**src/rtl/jtag_shift_engine_pkg.sv**
```systemverilog
// Shared definitions for the JTAG shift engine of the AHB3-Lite remote bridge.
package jtag_shift_engine_pkg;

   typedef enum logic [1:0] {
      IDLE = 2'd0,
      LOW  = 2'd1,
      HIGH = 2'd2
   } jtag_state_t;

   localparam int JTAG_MAXLEN = 32;

   localparam logic [2:0] DIV2   = 3'd0;
   localparam logic [2:0] DIV4   = 3'd1;
   localparam logic [2:0] DIV8   = 3'd2;
   localparam logic [2:0] DIV16  = 3'd3;
   localparam logic [2:0] DIV32  = 3'd4;
   localparam logic [2:0] DIV64  = 3'd5;
   localparam logic [2:0] DIV128 = 3'd6;
   localparam logic [2:0] DIV256 = 3'd7;

   // Half-period counter reload: 2^div - 1 system clocks.
   function automatic logic [7:0] half_m1(input logic [2:0] div);
      return (8'd1 << div) - 8'd1;
   endfunction

endpackage

```
**src/rtl/jtag_shift_engine_if.sv**
```systemverilog
// Bridge-side batch request/response bundle plus the JTAG pins of the shift engine.
interface jtag_shift_engine_if #(parameter int MAXLEN = 32);
   logic [2:0]        DIV;
   logic              START;
   logic [4:0]        LEN_M1;
   logic [MAXLEN-1:0] TMS_DATA;
   logic [MAXLEN-1:0] TDI_DATA;
   logic [MAXLEN-1:0] TDO_DATA;
   logic              BUSY;
   logic              DONE;
   logic              TCK;
   logic              TMS;
   logic              TDI;
   logic              TDO;

   modport master (
      output DIV, START, LEN_M1, TMS_DATA, TDI_DATA, TDO,
      input  TDO_DATA, BUSY, DONE, TCK, TMS, TDI
   );

   modport slave (
      input  DIV, START, LEN_M1, TMS_DATA, TDI_DATA, TDO,
      output TDO_DATA, BUSY, DONE, TCK, TMS, TDI
   );
endinterface

```
**src/rtl/jtag_shift_engine.sv**
```systemverilog
// Shifts a batch of 1..32 TMS/TDI bit pairs out on a divided TCK and captures TDO.
//
//   state | meaning
//   IDLE  | TCK low, TMS/TDI hold last values, waiting for START
//   LOW   | TCK low half-period; TMS/TDI for current bit set up
//   HIGH  | TCK high half-period; TDO already captured on the rise
module jtag_shift_engine
   import jtag_shift_engine_pkg::*;
#(
   parameter int MAXLEN = JTAG_MAXLEN
) (
   input  logic                CLKIN,
   input  logic                RESETn,
   jtag_shift_engine_if.slave  bus
);

   jtag_state_t       state_q, state_d;
   logic [7:0]        cnt_q, cnt_d;
   logic [4:0]        idx_q, idx_d;
   logic [4:0]        len_q, len_d;
   logic [2:0]        div_q, div_d;
   logic [MAXLEN-1:0] tms_sh_q, tms_sh_d;
   logic [MAXLEN-1:0] tdi_sh_q, tdi_sh_d;
   logic [MAXLEN-1:0] tdo_data_q, tdo_data_d;
   logic              tck_q, tck_d;
   logic              tms_q, tms_d;
   logic              tdi_q, tdi_d;
   logic              done_q, done_d;

   always_ff @(posedge CLKIN or negedge RESETn) begin
      if (!RESETn) begin
         state_q    <= IDLE;
         cnt_q      <= '0;
         idx_q      <= '0;
         len_q      <= '0;
         div_q      <= '0;
         tms_sh_q   <= '0;
         tdi_sh_q   <= '0;
         tdo_data_q <= '0;
         tck_q      <= 1'b0;
         tms_q      <= 1'b1;
         tdi_q      <= 1'b0;
         done_q     <= 1'b0;
      end else begin
         state_q    <= state_d;
         cnt_q      <= cnt_d;
         idx_q      <= idx_d;
         len_q      <= len_d;
         div_q      <= div_d;
         tms_sh_q   <= tms_sh_d;
         tdi_sh_q   <= tdi_sh_d;
         tdo_data_q <= tdo_data_d;
         tck_q      <= tck_d;
         tms_q      <= tms_d;
         tdi_q      <= tdi_d;
         done_q     <= done_d;
      end
   end

   always_comb begin
      state_d    = state_q;
      cnt_d      = cnt_q;
      idx_d      = idx_q;
      len_d      = len_q;
      div_d      = div_q;
      tms_sh_d   = tms_sh_q;
      tdi_sh_d   = tdi_sh_q;
      tdo_data_d = tdo_data_q;
      tck_d      = tck_q;
      tms_d      = tms_q;
      tdi_d      = tdi_q;
      done_d     = 1'b0;

      case (state_q)
         IDLE: begin
            if (bus.START) begin
               div_d      = bus.DIV;
               len_d      = bus.LEN_M1;
               tms_d      = bus.TMS_DATA[0];
               tdi_d      = bus.TDI_DATA[0];
               // Bit 0 goes out now; keep the rest pre-shifted so the next bit is always [0].
               tms_sh_d   = bus.TMS_DATA >> 1;
               tdi_sh_d   = bus.TDI_DATA >> 1;
               tdo_data_d = '0;
               idx_d      = '0;
               cnt_d      = half_m1(bus.DIV);
               state_d    = LOW;
            end
         end
         LOW: begin
            if (cnt_q == 8'd0) begin
               tck_d             = 1'b1;
               tdo_data_d[idx_q] = bus.TDO;
               cnt_d             = half_m1(div_q);
               state_d           = HIGH;
            end else begin
               cnt_d = cnt_q - 8'd1;
            end
         end
         HIGH: begin
            if (cnt_q == 8'd0) begin
               tck_d = 1'b0;
               if (idx_q == len_q) begin
                  done_d  = 1'b1;
                  state_d = IDLE;
               end else begin
                  idx_d    = idx_q + 5'd1;
                  tms_d    = tms_sh_q[0];
                  tdi_d    = tdi_sh_q[0];
                  tms_sh_d = tms_sh_q >> 1;
                  tdi_sh_d = tdi_sh_q >> 1;
                  cnt_d    = half_m1(div_q);
                  state_d  = LOW;
               end
            end else begin
               cnt_d = cnt_q - 8'd1;
            end
         end
         default: state_d = IDLE;
      endcase
   end

   assign bus.TDO_DATA = tdo_data_q;
   assign bus.BUSY     = (state_q != IDLE);
   assign bus.DONE     = done_q;
   assign bus.TCK      = tck_q;
   assign bus.TMS      = tms_q;
   assign bus.TDI      = tdi_q;

endmodule

```
**src/flat_wrapper.sv**
```systemverilog
// flat-port wrapper written by rule: the top's interface ports become plain ports
module jtag_shift_engine_flat import jtag_shift_engine_pkg::*;
#(
   parameter int MAXLEN = JTAG_MAXLEN
)
  (CLKIN, RESETn, bus_DIV, bus_START, bus_LEN_M1, bus_TMS_DATA, bus_TDI_DATA, bus_TDO, bus_TDO_DATA, bus_BUSY, bus_DONE, bus_TCK, bus_TMS, bus_TDI);
  jtag_shift_engine_if #(.MAXLEN(MAXLEN)) bus_i ();
  input  logic CLKIN;
  input  logic RESETn;
  input wire logic [$bits(bus_i.DIV)-1:0] bus_DIV;
  input wire logic [$bits(bus_i.START)-1:0] bus_START;
  input wire logic [$bits(bus_i.LEN_M1)-1:0] bus_LEN_M1;
  input wire logic [$bits(bus_i.TMS_DATA)-1:0] bus_TMS_DATA;
  input wire logic [$bits(bus_i.TDI_DATA)-1:0] bus_TDI_DATA;
  input wire logic [$bits(bus_i.TDO)-1:0] bus_TDO;
  output wire logic [$bits(bus_i.TDO_DATA)-1:0] bus_TDO_DATA;
  output wire logic [$bits(bus_i.BUSY)-1:0] bus_BUSY;
  output wire logic [$bits(bus_i.DONE)-1:0] bus_DONE;
  output wire logic [$bits(bus_i.TCK)-1:0] bus_TCK;
  output wire logic [$bits(bus_i.TMS)-1:0] bus_TMS;
  output wire logic [$bits(bus_i.TDI)-1:0] bus_TDI;
  assign bus_i.DIV = bus_DIV;
  assign bus_i.START = bus_START;
  assign bus_i.LEN_M1 = bus_LEN_M1;
  assign bus_i.TMS_DATA = bus_TMS_DATA;
  assign bus_i.TDI_DATA = bus_TDI_DATA;
  assign bus_i.TDO = bus_TDO;
  assign bus_TDO_DATA = bus_i.TDO_DATA;
  assign bus_BUSY = bus_i.BUSY;
  assign bus_DONE = bus_i.DONE;
  assign bus_TCK = bus_i.TCK;
  assign bus_TMS = bus_i.TMS;
  assign bus_TDI = bus_i.TDI;
  jtag_shift_engine #(.MAXLEN(MAXLEN)) u_core (.CLKIN(CLKIN), .RESETn(RESETn), .bus(bus_i));
endmodule
```
**config.mk**
```make
export PLATFORM = sky130hd
export DESIGN_NAME = jtag_shift_engine_flat
export DESIGN_NICKNAME = d
export VERILOG_FILES = /design/src/rtl/jtag_shift_engine_pkg.sv /design/src/rtl/jtag_shift_engine_if.sv /design/src/rtl/jtag_shift_engine.sv /design/src/flat_wrapper.sv
export SDC_FILE = /design/constraint.sdc
export NUM_CORES = 1
export LEC_CHECK = 0
export CORE_MARGIN = 3
export CORE_UTILIZATION = 57
export CTS_CLUSTER_DIAMETER = 120
export DETAILED_ROUTE_END_ITERATION = 10
export PLACE_DENSITY = 0.95
export SYNTH_ARGS = -nofsm -noshare
export SYNTH_HDL_FRONTEND = slang
export SYNTH_SLANG_ARGS = --single-unit
```
**constraint.sdc**
```tcl
create_clock -name CLKIN -period 4.9 [get_ports CLKIN]
set_input_delay 0.735 -clock CLKIN [delete_from_list [all_inputs] [get_ports CLKIN]]
set_output_delay 0.735 -clock CLKIN [all_outputs]
set_load 0.01 [all_outputs]
```
# Word-level counts from Yosys, hierarchy flattened
# Cells that the tools add are included.
[op_classes]
addsub = 4
mul = 0
div = 0
magnitude_cmp = 2
n_eq_ne = 8
shift = 2
n_mux = 42
bitwise_logic = 0
n_reduce_logical = 14
[op_table]
columns = ["op", "n"]
rows = [
  ["two-way mux 32 bit", 8],
  ["one-hot mux 32 bit (2 select lines)", 3],
  ["bitwise mux 32 bit", 1],
  ["two-way mux 8 bit", 4],
  ["one-hot mux 8 bit (3 select lines)", 1],
  ["subtractor 8 x 1 -> 8 bit (second input constant)", 3],
  ["<< shifter 1 x 3 -> 8 bit (first input constant)", 2],
  ["two-way mux 5 bit", 3],
  ["two-way mux 1 bit", 13],
  ["AND reduction 3 bit", 4],
  ["one-hot mux 5 bit (2 select lines)", 1],
  ["zero test 8 bit", 1],
  ["nonzero test 2 bit", 4],
  ["< comparator 5 x 6 -> 1 bit (second input constant)", 1],
  ["two-way mux 2 bit", 3],
  ["one-hot mux 1 bit (2 select lines)", 3],
  ["one-hot mux 2 bit (3 select lines)", 1],
  ["adder 5 x 1 -> 5 bit (second input constant)", 1],
  ["demux 1 bit (select 5 bit)", 1],
  ["equality test 5 bit", 1],
  ["greater-or-equal comparator 5 x 1 -> 1 bit (second input constant)", 1],
  ["!= test 2 x 1 -> 1 bit (second input constant)", 2],
  ["!= test 2 bit (second input constant)", 2],
  ["AND reduction 4 bit", 1],
  ["other kinds (7)", 7],
]
[word_totals]
reg_bits = 123
latchBits = 0
ramBits = 0
mem_bits_ro = 0
out_inout_bits = 37
n_memories = 0

# Depth between registers and ports, before layout
# Gate-level depths: netlist of the first run.
[depth]
word_depth = 7
depth_mapped = 11

# Worst setup path after synthesis of the first run
# Ideal clock, no wire load.
[synth_path]
kind = "reg2reg"
from = "register u_core.state_q[0]"
to = "register u_core.cnt_q[6]"
arrival_time_ps = 2583
path_slack_ps = 2234
path_stages_with_launch = 12
n_path_buf = 2
period_less_slack_ps = 2666
cell_sequence = "dfrtp_1 -> inv_1 -> ha_1 -> clkbuf_1 -> clkbuf_1 -> a222oi_1 -> ha_1 -> o311ai_0 -> a21oi_1 -> o311ai_0 -> xnor2_1 -> o21ai_0"
[synth_between]
elab_chain_cells = 3
word_cells_on_any_way = 8
classes_between = "eq/ne (4); mux (1); reduce/logical (3)"
[synth_rtl]
columns = ["element", "line_no", "text"]
rows = [
  ["start: declaration", "jtag_shift_engine.sv:17", "jtag_state_t state_q, state_d;"],
  ["start signal: assignment", "jtag_shift_engine.sv:45", "state_q <= state_d;"],
  ["equality test 2 bit, or another cell as far along", "jtag_shift_engine.sv:74", "case (state_q)"],
  ["!= test 3 bit (no line), or another cell as far along", "-", ""],
  ["AND reduction 3 bit (no line)", "-", ""],
  ["end signal: assignment", "jtag_shift_engine.sv:46", "cnt_q <= cnt_d;"],
  ["end: declaration", "jtag_shift_engine.sv:18", "logic [7:0] cnt_q, cnt_d;"],
]
# Several ways; a longest one is shown, not always the timed one.
# A chain may end at the register's enable or synchronous reset.

# Worst setup path in the final report of the first run
[layout_path]
from = "register u_core.state_q[1]"
to = "register u_core.cnt_q[6]"
# The elaborated chain is that of the path after synthesis.

==> results of run 1 <==
[worst register-to-register path: cells and delay by family, from the launching register on]
| kind | cells | cell delay, ps |
|---|---|---|
| buffers and inverters | 1 | 100 |
| flip-flops | 1 | 460 |
| XOR/XNOR | 1 | 160 |
| AND/OR/NAND/NOR | 2 | 810 |
| AO/OA/AOI/OAI | 5 | 760 |
| adder cells (fa/ha/maj) | 2 | 1020 |
[per-stage QoR]
| step | worst slack, ps | cell area [um2] |
|---|---|---|
| 6_report | 1446 | 8068 |
| 5_1_grt | 1093 | 8068 |
| 4_1_cts | 1577 | 8068 |
| 3_5_place_dp | 1597 | 7433 |
| 3_3_place_gp | 1846 | 7433 |
| 2_1_floorplan | 2234 | 6297 |
[report_power, final]
part / switching (W) / total, W / internal [W]
registers: 0.000306 / 0.00171 / 0.00140
clock network: 0.000481 / 0.00134 / 0.000861
logic: 0.000954 / 0.00164 / 0.000690
[per-layer routing]
layer	GRT usage, %	share of wire [%]
met1	30.97	39
met2	47.49	51
met3	8.570	8.5
met4	7.461	1.7
met5	0	0
[flip-flops by register name, summed over array words and instances (netlist names), 2 cells and up]
register	cells
u_core.tdi_sh_q	31
u_core.bus.TDO_DATA	32
u_core.len_q	5
u_core.state_q	2
u_core.tms_sh_q	31
u_core.div_q	3
u_core.cnt_q	8
u_core.idx_q	5
[worst max path at each step]
| stage | start | endpoint | slack (ps) | cells after the start |
|---|---|---|---|---|
| after CTS | u_core.state_q[1] | u_core.cnt_q[6] | 1580 | 11 |
| after detailed placement | u_core.state_q[1] | u_core.cnt_q[6] | 1600 | 11 |
| final | u_core.state_q[1] | u_core.cnt_q[6] | 1450 | 11 |
| after floorplan | u_core.state_q[0] | u_core.cnt_q[6] | 2230 | 11 |
| after global routing | u_core.state_q[1] | u_core.cnt_q[6] | 1090 | 11 |
| after global placement | bus_START | u_core.bus.TDO_DATA[12] | 1850 | 7 |
[final cells by class]
class                      instances  area (um2)  area share [%]
sequential                       121        3029           37.55
multi-input combinational        454        3018           37.41
timing repair buffer             119        1171           14.52
clock buffer                      20       445.4           5.521
clock inverter                    12       188.9           2.342
tap                              136       170.2           2.109
inverter                          12       45.04          0.5583
[synth_stat cells (all sizes together) (12+ instances only)]
master and instances:
dfrtp 120, mux2i 63, buf 25, o21ai 19, o31ai 13, nand3 13, nor2 83, clkbuf 20
a21oi 72, nand2 58, a22o 33, mux2 28, inv 12
[kinds of logic after synthesis]
kind of cell               after synthesis  synth area share (%)
and+or+nand+nor                        180                 12.38
AOI/OAI and AO/OA                      161                 16.55
DFF                                    121                 48.10
muxes                                   91                 15.02
buffers and inverters                   57                 4.292
xor gates and xnor gates                12                 1.669
adders and majority gates               10                 1.987
==> key figures, run 1 <==
Final layout
  – Commonest non-fill, non-tap cell in the layout: dfrtp_1
  – Number of diodes: 0
  – Number of fill cells: roughly 650
  – Commonest cells after routing, fill and taps aside: 120 x dfrtp_1, 111 x clkdlybuf4s50_1, 82 x nor2_1, 72 x a21oi_1, 63 x mux2i_1
  – Area delta synth->final: 28.11%
  – Layout cells sized above 1: 9.892%
  – Post-layout net count: 811
  – Finished Layout Cells: ~870
  – Final core utilization: around three quarters

Placed design
  – Cells after DPL: about 840
  – GPL Wtd Cong: 0.9227
  – I/O Buffers: between 100 and 150
  – Final HPWL DP: 10460 um

Worst setup path
  – Req. time, crit path: 5300 ps
  – R2r worst-path depth: 11
  – Worst R2R End: u_core.cnt_q[6]
  – Critical-path top delay cell: ha_1
  – CP endpoint kind: register
  – Crit path cell chain: inv_1, ha_1, nand2b_1, nor4_1, a222oi_1, ha_1, o311ai_0, a21oi_1, o311ai_0, xnor2_1, o21ai_0
  – WP buf/inv: 1
  – Crit start category: register
  – Worst path max stage delay: 750 ps
  – FF-to-FF Start: u_core.state_q[1]
  – Delay-heaviest family, CP: adder cells
  – WS Path Type: register to register
  – Flop2flop setup slack: 1450 ps
  – Crit path max fanout: 24
  – WP data arrival: between 3000 and 4000 ps

Timing
  – Max-slew headroom: between 20 and 30%
  – Final Max Slew Viols: 0
  – RSZ-0062 raised after global routing: false
  – Worst Clk Skew: between 10 and 15 ps
  – F_max: 289.5 MHz
  – Total Neg Setup Slack: 0 ps
  – Final Hold Vio Count: 0
  – Worst-Margin Slew: around 1100 ps
  – Min Tclk post-route: 3454 ps
  – Final hold slack: 361.8 ps
  – Setup violators final: 0
  – Final period utilization: between 70% and 80%

Drt
  – DRT Pass-1 Iters: 6
  – Final wirelength: 16350 um
  – Via Count: around 5.3k
  – Initial drt markers: between 300 and 400
  – Residual DRC: 0
  – Vias/cell: roughly 6.1
  – Routed Antenna Nets: 0
  – WL per Instance: between 15 and 20 um

Clocking
  – Worst-path clk slew: approximately 60 ps
  – Worst-Skew Late Latency: between 500 and 600 ps
  – # resized after CTS: 0
  – H-tree Lvls: 4
  – Hold buffer count at cts: 0
  – CTS buffer count: 17
  – Post-CTS setup buffers: 0
  – CTS tree: done
  – Clk sink count: 121
  – Longest Clk Path Bufs: 2
  – Clock Tree Root: clkbuf_8

Floorplanning
  – Top-level port count: about 110
  – DIE AREA: 0.01235 mm2
  – Core box area: around 0.011 mm2
  – Chip Height: 111.1 um
  – Die W: roughly 110 um
  – Initial Utilization: slightly below 60%
  – Rows: 37

Job
  – Maxcap violations: 0

Power and ir drop
  – Total Power: around 0.0047 W
  – Peak VDD IR: 405.5 uV
  – Cell Pwr Density: between 500 and 600 mW/mm2
  – Leakage: around 3.2 nW

Synth
  – Post-synth design cell area: between 0.006 and 0.007 mm2
  – Avg Inst Size Synth: approximately 10 um2
  – Share of the synthesized area in the top cell type: around 48%
  – Ys flop type: dfrtp_1
  – Mapped Cells: 632
  – Largest area contributor in the netlist: dfrtp_1
  – Synth unique cells: 53
  – Synth Warn #: 0
  – Post-Synthesis Net Count: between 700 and 800
  – Post-synth EDFFs: 0
  – Largest cells by area after synthesis: dfrtp_1 48%, mux2i_1 10%, a21oi_1 5.7%, nor2_1 4.9%, a22o_1 4.6%
  – #FFs+latches synth: ~120
  – Synth async-reset ratio: between 90% and 100%
  – Register area share after synthesis: around half

Global routing
  – Initial antenna violation count: 0
  – Vias in the first global route: about 5.5k
  – Largest net degree at the start of global routing: a little under 90
  – Total track usage: 26.69%
  – First-pass GRT wire length: 26920 um
  – Remaining global-route overflow: 0

Outcome
  – Status: complete, no violations

Hold path
  – Worst hold path type: primary input to asynchronous set/reset pin
No activity file was read; power rests on OpenSTA's default activity.
==> run 2: changes to the inputs <==
- CORE_UTILIZATION: 57 -> 48
- PLACE_DENSITY: 0.95 -> 0.88
- clock period: 4.9 -> 2.8 ns (I/O delays scaled with it)
==> key figures, run 2 (synthesis gave the netlist of run 1 again) <==
Worst setup path
  – Crit start category: register
  – WS Path Type: register to register
  – Worst R2R End: u_core.bus.TDO_DATA[9]
  – CP endpoint kind: register
  – FF-to-FF Start: u_core.cnt_q[5]
  – Req. time, crit path: 3140 ps
  – Worst setup path endpoint: u_core.bus.TDO_DATA[9]
  – Setup crit start: u_core.cnt_q[5]
  – Worst path max stage delay: between 500 and 600 ps
  – Crit path max fanout: 30
  – WP data arrival: around 3000 ps
  – Crit path cell chain: or4_4, or3_4, a211o_1, buf_4, o31ai_1, a22o_1
  – CP Depth: 6
  – Critical-path top delay cell: or4_4
  – WP buf/inv: 1
  – Delay-heaviest family, CP: simple AND/OR/NAND/NOR gates
  – R2r worst-path depth: 6
  – Flop2flop setup slack: about 200 ps

Drt
  – Routed Antenna Nets: 0
  – Vias/cell: 5.600
  – Via Count: between 5k and 6k
  – DRT Pass-1 Iters: 5
  – Initial drt markers: 429
  – WL per Instance: around 16 um
  – Final wirelength: 14980 um
  – Residual DRC: 0

Power and ir drop
  – Leakage: roughly 3.2 nW
  – Cell Pwr Density: between 900 and 1000 mW/mm2
  – Total Power: 0.007950 W
  – Peak VDD IR: ~730 uV

Floorplanning
  – Initial Utilization: roughly half
  – DIE AREA: about 0.015 mm2
  – Top-level port count: between 100 and 150
  – Rows: 41
  – Die W: about 120 um
  – Chip Height: around 120 um
  – Core box area: around 0.013 mm2

Global routing
  – First-pass GRT wire length: roughly 25000 um
  – Initial antenna violation count: 0
  – Remaining global-route overflow: 0
  – Largest net degree at the start of global routing: approximately 130
  – Vias in the first global route: 5132
  – Total track usage: a little over a fifth

Final layout
  – Area delta synth->final: 30.02%
  – Footprint of the multi-input gates: approximately 0.0030 mm2
  – Max reg flops: 32
  – Commonest non-fill, non-tap cell in the layout: dfrtp_1
  – Commonest cells after routing, fill and taps aside: 119 x dfrtp_1, 111 x clkdlybuf4s50_1, 82 x nor2_1, 72 x a21oi_1, 63 x mux2i_1
  – Final core utilization: approximately 64%
  – Post-layout net count: just over 800
  – Storage cell area: ~0.0030 mm2
  – Layout cells sized above 1: between 10 and 15%
  – Finished Layout Cells: 922
  – Number of diodes: 0
  – Number of fill cells: approximately 1.0k

Timing
  – Final Max Slew Viols: 0
  – Final period utilization: ~93%
  – Worst-Margin Slew: 639.3 ps
  – Max-slew headroom: 57.05%
  – Min Tclk post-route: approximately 2600 ps
  – Total Neg Setup Slack: 0 ps
  – RSZ-0062 raised after global routing: false
  – Final Hold Vio Count: 0
  – Final hold slack: roughly 510 ps
  – F_max: 384.1 MHz
  – Setup violators final: 0
  – Worst Clk Skew: 9.124 ps

Clocking
  – Longest Clk Path Bufs: 2
  – H-tree Lvls: 4
  – Clk sink count: about 120
  – Worst-Skew Late Latency: just over 400 ps
  – CTS tree: done
  – CTS buffer count: 17
  – Worst-path clk slew: 50 ps
  – Clock Tree Root: clkbuf_16

Job
  – Maxcap violations: 0

Outcome
  – Status: complete, no violations

Placed design
  – GPL Wtd Cong: just over 0.9
  – Cells after DPL: between 800 and 900
  – Final HPWL DP: between 10000 and 15000 um
  – I/O Buffers: approximately 110

Hold path
  – Worst hold path type: primary input to asynchronous set/reset pin
run 2: changes by cell type in the layout (fill, tap and decap cells not counted), moves of 2 or more:
cell       previous run  this run
buf_12                0         3
buf_4                 8        18
bufinv_16             4         2
clkbuf_1              1         3
clkbuf_8              3         1
clkinv_2              0         5
clkinv_4              5         1
ha_1                  9         7
ha_2                  0         2
inv_6                 2         0
run 2: final cells by class:
cell class | instances | share of cell area, %
flip-flops and latches | 121 | 37.01
inverters | 12 | 0.5501
repair buffers | 133 | 16.08
well taps | 172 | 2.628
clock inverters | 9 | 1.238
clock buffers | 21 | 5.501
multi-input cells | 454 | 37.00
run 2: where the power goes:
group | internal (W) | switching, W | total (W)
Clock | 0.00131 | 0.000746 | 0.00206
Combinational | 0.00133 | 0.00160 | 0.00294
Sequential | 0.00245 | 0.000499 | 0.00295
Total | 0.00510 | 0.00285 | 0.00795
run 2: repair_timing:
item                       CTS  global route
resized for setup            0             7
setup endpoints to repair    0             1
hold buffers                 1             0
hold endpoints to repair    24             0
buffers inserted             0             2
run 2: how the worst min path moves through the flow:
stage / end / slack, ps / start
6_report: u_core.tms_sh_q[7] / 510 / RESETn
5_1_grt: u_core.tms_sh_q[7] / 530 / RESETn
4_1_cts: u_core.tms_sh_q[2] / 510 / RESETn
3_3_place_gp: u_core.tms_sh_q[7] / 350 / RESETn
2_1_floorplan: u_core.bus.DONE / 120 / RESETn
3_5_place_dp: u_core.tms_sh_q[8] / 350 / RESETn
run 2: worst register-to-register path, delay by kind of cell, from the launching register on:
| kind | cells | cell delay, ps |
|---|---|---|
| AND/OR/NAND/NOR | 2 | 970 |
| AO/OA/AOI/OAI | 3 | 880 |
| flip-flops | 1 | 440 |
| buffers and inverters | 1 | 250 |
run 2: layer usage:
layer | vias up | share of wire, % | GRT usage [%]
met4 | 0 | 1.5 | 6.303
met1 | 2490 | 42 | 26.91
met3 | 25 | 7.0 | 6.080
met2 | 189 | 50 | 35.59
li1 | 2459 | - | -
met5 | - | 0 | 0
run 2: stage by stage:
stage | setup WS [ps] | cell area [um2]
finish | 196.8 | 8188
floorplan | 134.2 | 6297
global placement | 202.4 | 7599
global route | 12.68 | 8188
detailed placement | 93.15 | 7599
CTS | 101.1 | 8160
